[src/rtl/regfile_pkg.sv]
// Shared definitions for the register-file write-port controller.
package regfile_pkg;

    localparam int unsigned ADDR_W   = 5;
    localparam int unsigned DATA_W   = 32;
    localparam int unsigned NUM_REGS = 32;

    localparam logic [31:0] CLEAR_VALUE_DEF = 32'h0000_0000;

    typedef enum logic {
        IDLE  = 1'b0,
        CLEAR = 1'b1
    } state_e;

endpackage

[src/rtl/regfile_wr_arbiter_rr_arb2.sv]
// Two-request round-robin arbiter. Grants are combinational and never depend
// on the granted requester's own valid, only on the other requester and the pointer.
module rr_arb2
    import regfile_pkg::*;
(
    input  logic clk,
    input  logic rst,
    input  logic valid0,
    input  logic valid1,
    input  logic enable,
    input  logic advance,
    output logic gnt0,
    output logic gnt1
);

    logic last_grant_q;
    logic last_grant_d;

    always_comb begin
        gnt0         = enable & (~valid1 | last_grant_q);
        gnt1         = enable & (~valid0 | ~last_grant_q);
        last_grant_d = last_grant_q;
        // Grants are mutually exclusive under contention, so valid1&gnt1
        // identifies which side completed the transfer.
        if (advance) begin
            last_grant_d = valid1 & gnt1;
        end
    end

    always_ff @(posedge clk) begin
        if (rst) begin
            last_grant_q <= 1'b1;
        end else begin
            last_grant_q <= last_grant_d;
        end
    end

endmodule

[src/rtl/regfile_wr_arbiter.sv]
// Sole driver of the register-file write port: arbitrates ALU and load
// writebacks and runs a clear sequence over registers 1..NUM_REGS-1.
module regfile_wr_arbiter
    import regfile_pkg::*;
#(
    parameter int unsigned        ADDR_W      = regfile_pkg::ADDR_W,
    parameter int unsigned        DATA_W      = regfile_pkg::DATA_W,
    parameter logic [DATA_W-1:0]  CLEAR_VALUE = DATA_W'(CLEAR_VALUE_DEF)
) (
    input  logic              clk,
    input  logic              rst,
    input  logic              req0_valid,
    input  logic [ADDR_W-1:0] req0_addr,
    input  logic [DATA_W-1:0] req0_data,
    output logic              req0_ready,
    input  logic              req1_valid,
    input  logic [ADDR_W-1:0] req1_addr,
    input  logic [DATA_W-1:0] req1_data,
    output logic              req1_ready,
    input  logic              clear_start,
    output logic              clear_busy,
    output logic [ADDR_W-1:0] r3_addr,
    output logic [DATA_W-1:0] r3_din,
    output logic              r3_wr
);

    localparam logic [ADDR_W-1:0] FIRST_ADDR = ADDR_W'(1);
    localparam logic [ADDR_W-1:0] LAST_ADDR  = ADDR_W'(NUM_REGS - 1);

    state_e            state_q, state_d;
    logic [ADDR_W-1:0] cnt_q, cnt_d;
    logic              r3_wr_q, r3_wr_d;
    logic [ADDR_W-1:0] r3_addr_q, r3_addr_d;
    logic [DATA_W-1:0] r3_din_q, r3_din_d;
    logic              clear_busy_q, clear_busy_d;

    logic arb_en;
    logic gnt0, gnt1;
    logic xfer0, xfer1;

    rr_arb2 u_arb (
        .clk     (clk),
        .rst     (rst),
        .valid0  (req0_valid),
        .valid1  (req1_valid),
        .enable  (arb_en),
        .advance (xfer0 | xfer1),
        .gnt0    (gnt0),
        .gnt1    (gnt1)
    );

    assign req0_ready = gnt0;
    assign req1_ready = gnt1;
    assign xfer0      = req0_valid & gnt0;
    assign xfer1      = req1_valid & gnt1;

    // A clear_start in IDLE pre-empts requests by keeping the arbiter disabled.
    assign arb_en = (state_q == IDLE) & ~clear_start;

    always_comb begin
        state_d      = state_q;
        cnt_d        = cnt_q;
        r3_wr_d      = 1'b0;
        r3_addr_d    = r3_addr_q;
        r3_din_d     = r3_din_q;
        clear_busy_d = 1'b0;

        case (state_q)
            IDLE: begin
                if (clear_start) begin
                    state_d      = CLEAR;
                    r3_wr_d      = 1'b1;
                    r3_addr_d    = cnt_q;
                    r3_din_d     = CLEAR_VALUE;
                    clear_busy_d = 1'b1;
                    cnt_d        = cnt_q + FIRST_ADDR;
                end else if (xfer0) begin
                    // Writes to register 0 complete the handshake but never reach the file.
                    if (req0_addr != '0) begin
                        r3_wr_d   = 1'b1;
                        r3_addr_d = req0_addr;
                        r3_din_d  = req0_data;
                    end
                end else if (xfer1) begin
                    if (req1_addr != '0) begin
                        r3_wr_d   = 1'b1;
                        r3_addr_d = req1_addr;
                        r3_din_d  = req1_data;
                    end
                end
            end

            CLEAR: begin
                r3_wr_d      = 1'b1;
                r3_addr_d    = cnt_q;
                r3_din_d     = CLEAR_VALUE;
                clear_busy_d = 1'b1;
                if (cnt_q == LAST_ADDR) begin
                    state_d = IDLE;
                    cnt_d   = FIRST_ADDR;
                end else begin
                    cnt_d = cnt_q + FIRST_ADDR;
                end
            end

            default: begin
                state_d = IDLE;
                cnt_d   = FIRST_ADDR;
            end
        endcase
    end

    always_ff @(posedge clk) begin
        if (rst) begin
            state_q      <= IDLE;
            cnt_q        <= FIRST_ADDR;
            r3_wr_q      <= 1'b0;
            r3_addr_q    <= '0;
            r3_din_q     <= '0;
            clear_busy_q <= 1'b0;
        end else begin
            state_q      <= state_d;
            cnt_q        <= cnt_d;
            r3_wr_q      <= r3_wr_d;
            r3_addr_q    <= r3_addr_d;
            r3_din_q     <= r3_din_d;
            clear_busy_q <= clear_busy_d;
        end
    end

    assign r3_wr      = r3_wr_q;
    assign r3_addr    = r3_addr_q;
    assign r3_din     = r3_din_q;
    assign clear_busy = clear_busy_q;

endmodule

[config.mk]
export PLATFORM = sky130hd
export DESIGN_NAME = regfile_wr_arbiter
export DESIGN_NICKNAME = d
export VERILOG_FILES = /design/src/rtl/regfile_pkg.sv /design/src/rtl/regfile_wr_arbiter_rr_arb2.sv /design/src/rtl/regfile_wr_arbiter.sv
export SDC_FILE = /design/constraint.sdc
export NUM_CORES = 1
export LEC_CHECK = 0
export ABC_CLOCK_PERIOD_IN_PS = 1750
export BUFFER_PORTS_ARGS = -buffer_cell sky130_fd_sc_hd__buf_2
export CAP_MARGIN = 20
export CORE_UTILIZATION = 30
export CTS_CLUSTER_SIZE = 24
export DETAILED_ROUTE_END_ITERATION = 16
export HOLD_SLACK_MARGIN = 0.12
export PLACE_DENSITY_LB_ADDON = 0.1
export SKIP_LAST_GASP = 1
export SLEW_MARGIN = 5
export SYNTH_ARGS = -nofsm -noshare
export SYNTH_HDL_FRONTEND = slang
export SYNTH_SLANG_ARGS = --single-unit
export TNS_END_PERCENT = 20
[constraint.sdc]
create_clock -name clk -period 1.75 [get_ports clk]
set_input_delay 0.175 -clock clk [delete_from_list [all_inputs] [get_ports clk]]
set_output_delay 0.175 -clock clk [all_outputs]
set_load 0.02 [all_outputs]
==> flow_summary.json <==
{
  "synth_cell_types": 34,
  "core-area_um2": 7408,
  "crit_family": "buffers and inverters",
  "cts.reportedPaths.clkPinSlew_ns": 0.10,
  "fin_crit_sh_pct": 95.66,
  "drive_gt1_share_pct": 55.56,
  "synth_top_cell_by_area": "dfxtp_1",
  "syn_nets": 279,
  "clk_latency_ns": 0.30,
  "cp_num_buf_inv": 3,
  "p_total_w": 0.002456,
  "hold_start": "req0_data[1]",
  "worstSetupStartpoint": "state_q$_SDFF_PP0_",
  "crit_chain": "buf_4, or2_4, buf_4, a21oi_1, buf_2",
  "postSynthCellCount": 198,
  "yosys-top-cells-area": "dfxtp_1 39%, o2bb2ai_2 19%, mux2i_1 16%",
  "required_ns": 1.57,
  "rsz0062_at_grt": "false",
  "cts.sinks": 46,
  "crit_path_start_kind": "flip-flop",
  "dp.cells": 413,
  "io_buffers": 119,
  "syn_area_um2": 2338,
  "grt-ovfl-total": 0,
  "hold_viol_final": 0,
  "grt_pass1_wl_mm": 9.384,
  "syn_area_per_cell_um2": 11.81,
  "ys_seq_area_share_pct": 39.38,
  "pre_cts_ws_ns": -0.03447,
  "dp_hpwl_mm": 4.374,
  "tightest_slew_ns": 0.3969,
  "powerDensity_nw_per_um2": 757.7,
  "diodes": 0,
  "crit_fanout": 6,
  "fin_nets": 404,
  "crit_path_top_delay_cell": "dfxtp_1",
  "grt_max_degree": 33,
  "rows": 31,
  "max_cap_violations": 0,
  "setup_tns_ns": 0,
  "yosysWarnings": 0,
  "initial_utilization_pct": 31.57,
  "antenna_found_initial": 0,
  "dieHeight_um": 90.29,
  "viasPerCell": 4.605,
  "end_kind": "primary output",
  "fillers": 766,
  "worst_slack_ns": 0.07591,
  "period_needed_ns": 1.674,
  "routedWlPerCell_um": 13.60,
  "first_global_vias": 1928,
  "synthToLayoutAreaGrowth_pct": 38.63,
  "clockBufferDepth": 2,
  "leakage_nw": 1.572,
  "worst-setup-path-type": "reg -> out",
  "cts_tree": "yes",
  "setup_viol": 0,
  "yosys.area.top_type_share_pct": 39.38,
  "totalWireLength_mm": 5.751,
  "ys_seq_elements": 46,
  "track_usage_pct": 14.15,
  "die_area_um2": 8152,
  "vdd_drop_max_uv": 499.2,
  "fmax_mhz": 597.3,
  "cp_slowest_stage_delay_ns": 0.33,
  "drtIter0Drc": 51,
  "crit_top_cell": "buf_4",
  "holdBufCountCts": 0,
  "clockRootBuffer": "clkbuf_8",
  "numCtsBuffers": 5,
  "hp-class": "in -> reg",
  "fin_util_pct": 43.76,
  "io_pins": 120,
  "firstDrtPassIters": 4,
  "vias": 1948,
  "run_status": "complete, no violations",
  "fin_cells": 423,
  "dieWidth_um": 90.29,
  "ant_nets": 0,
  "place_congestion": 0.8164,
  "drv_slew": 0,
  "drc": 0,
  "arrival_ns": 1.50,
  "htreeDepth": 2,
  "reg2reg_from": "state_q$_SDFF_PP0_",
  "fin_worst_skew_ns": 0.008683,
  "relSlewSlack_pct": 73.45
}
[path summary, 6_finish.rpt]
kind / endpoint / slack, ns / cells past startpoint
setup / recovery: req1_ready / 0.08 / 5
hold / removal: r3_din[1]$_SDFFE_PP0P_ / 0.13 / 3
setup reg to reg: r3_din[2]$_SDFFE_PP0P_ / 0.16 / 7
hold reg to reg: r3_din[0]$_SDFFE_PP0P_ / 0.47 / 1
[area by class of cell]
type	count	area, um^2	area share (%)
clock buffers	5	68.82	2.123
clock inverters	3	43.79	1.351
inverters	2	7.507	0.2316
multi-input cells	135	1305	40.25
flip-flops and latches	46	920.9	28.41
well taps	99	123.9	3.821
repair buffers	133	772.0	23.81
[cells in the final DEF, fill, tap and decap left out, types with 2 or more instances in the layout]
master	synthesis	final
a21oi_1	4	4
a311o_1	4	4
and3_1	2	2
buf_12	0	4
buf_2	1	119
buf_4	2	8
clkbuf_8	0	5
dfxtp_1	46	46
ha_1	2	2
inv_1	2	2
mux2i_1	38	38
nand2_1	7	6
nand2b_1	6	6
nand3_1	4	4
nor2_1	14	14
o21ai_0	5	5
o2bb2ai_1	2	2
o2bb2ai_2	30	30
xor2_1	2	2
[registers in the layout, summed over array words and instances, names as in the netlist]
signal,count
state_q,1
clear_busy,1
r3_addr,5
u_arb.last_grant_q,1
cnt_q,5
r3_wr,1
r3_din,32
[worst reg2reg max path: stages (launching register included)]
cell and delay (ns):
dfxtp_1 0.37, nor4_2 0.06, buf_4 0.14, a211oi_4 0.40, nor4_4 0.05, buf_4 0.16
buf_6 0.17, o2bb2ai_2 0.14
[stage by stage]
| stage | hold slack [ns] | area (um^2) |
|---|---|---|
| 2_1_floorplan | 0.3506 | 2338 |
| 3_3_place_gp | 0.4422 | 3103 |
| 3_5_place_dp | 0.4490 | 3103 |
| 4_1_cts | 0.1245 | 3218 |
| 5_1_grt | 0.1317 | 3242 |
| 6_report | 0.1345 | 3242 |
[per-layer routing]
| layer | wire length, um | track usage (%) |
|---|---|---|
| met1 | 2615 | 18.30 |
| met4 | 45 | 4.032 |
| met3 | 249 | 3.030 |
| met2 | 2840 | 23.66 |
| met5 | 0 | 0 |
[cells by family (layout without fill, tap and decap cells)]
| group | count (synthesis) | in the layout | share of synthesized area, % |
|---|---|---|---|
| multiplexers | 38 | 38 | 16.27 |
| AND/OR/NAND/NOR | 40 | 40 | 9.792 |
| adder cells (fa/ha/maj) | 2 | 2 | 1.070 |
| flip-flops | 46 | 46 | 39.38 |
| buffers and inverters | 17 | 143 | 5.029 |
| XOR/XNOR | 2 | 2 | 0.7492 |
| AO/OA/AOI/OAI | 53 | 53 | 27.72 |
[power by group]
| part | internal [W] | switching, W |
|---|---|---|
| combinational | 0.000241 | 0.000274 |
| sequential | 0.00110 | 0.0000349 |
| clock | 0.000429 | 0.000378 |
[cells in the mapped netlist]
cell type	number
nor4_2	1
and3_1	2
nor2b_1	1
o21ai_4	1
a211oi_4	1
or4_4	1
o21ai_0	5
nand2b_1	6
nor3_4	1
nor4_4	1
o22a_1	1
o211a_4	1
buf_6	6
a311o_1	4
a221o_1	1
nand3_1	4
a21boi_0	1
nand4_1	1
inv_1	2
ha_1	2
clkbuf_1	6
nor2_1	14
buf_2	1
or2_1	1
dfxtp_1	46
o2bb2ai_2	30
a21oi_1	4
o2bb2ai_1	2
nand2_1	7
buf_4	2
mux2i_1	38
a21o_1	1
o31ai_1	1
xor2_1	2
[what timing repair did]
item | CTS | global route
gates resized for setup | 1 | 1
setup buffers | 0 | 1
pin swaps | 0 | 1
gates cloned | 0 | 1
endpoints found under the setup margin | 1 | 1
Power figures use the tool's default switching activity.
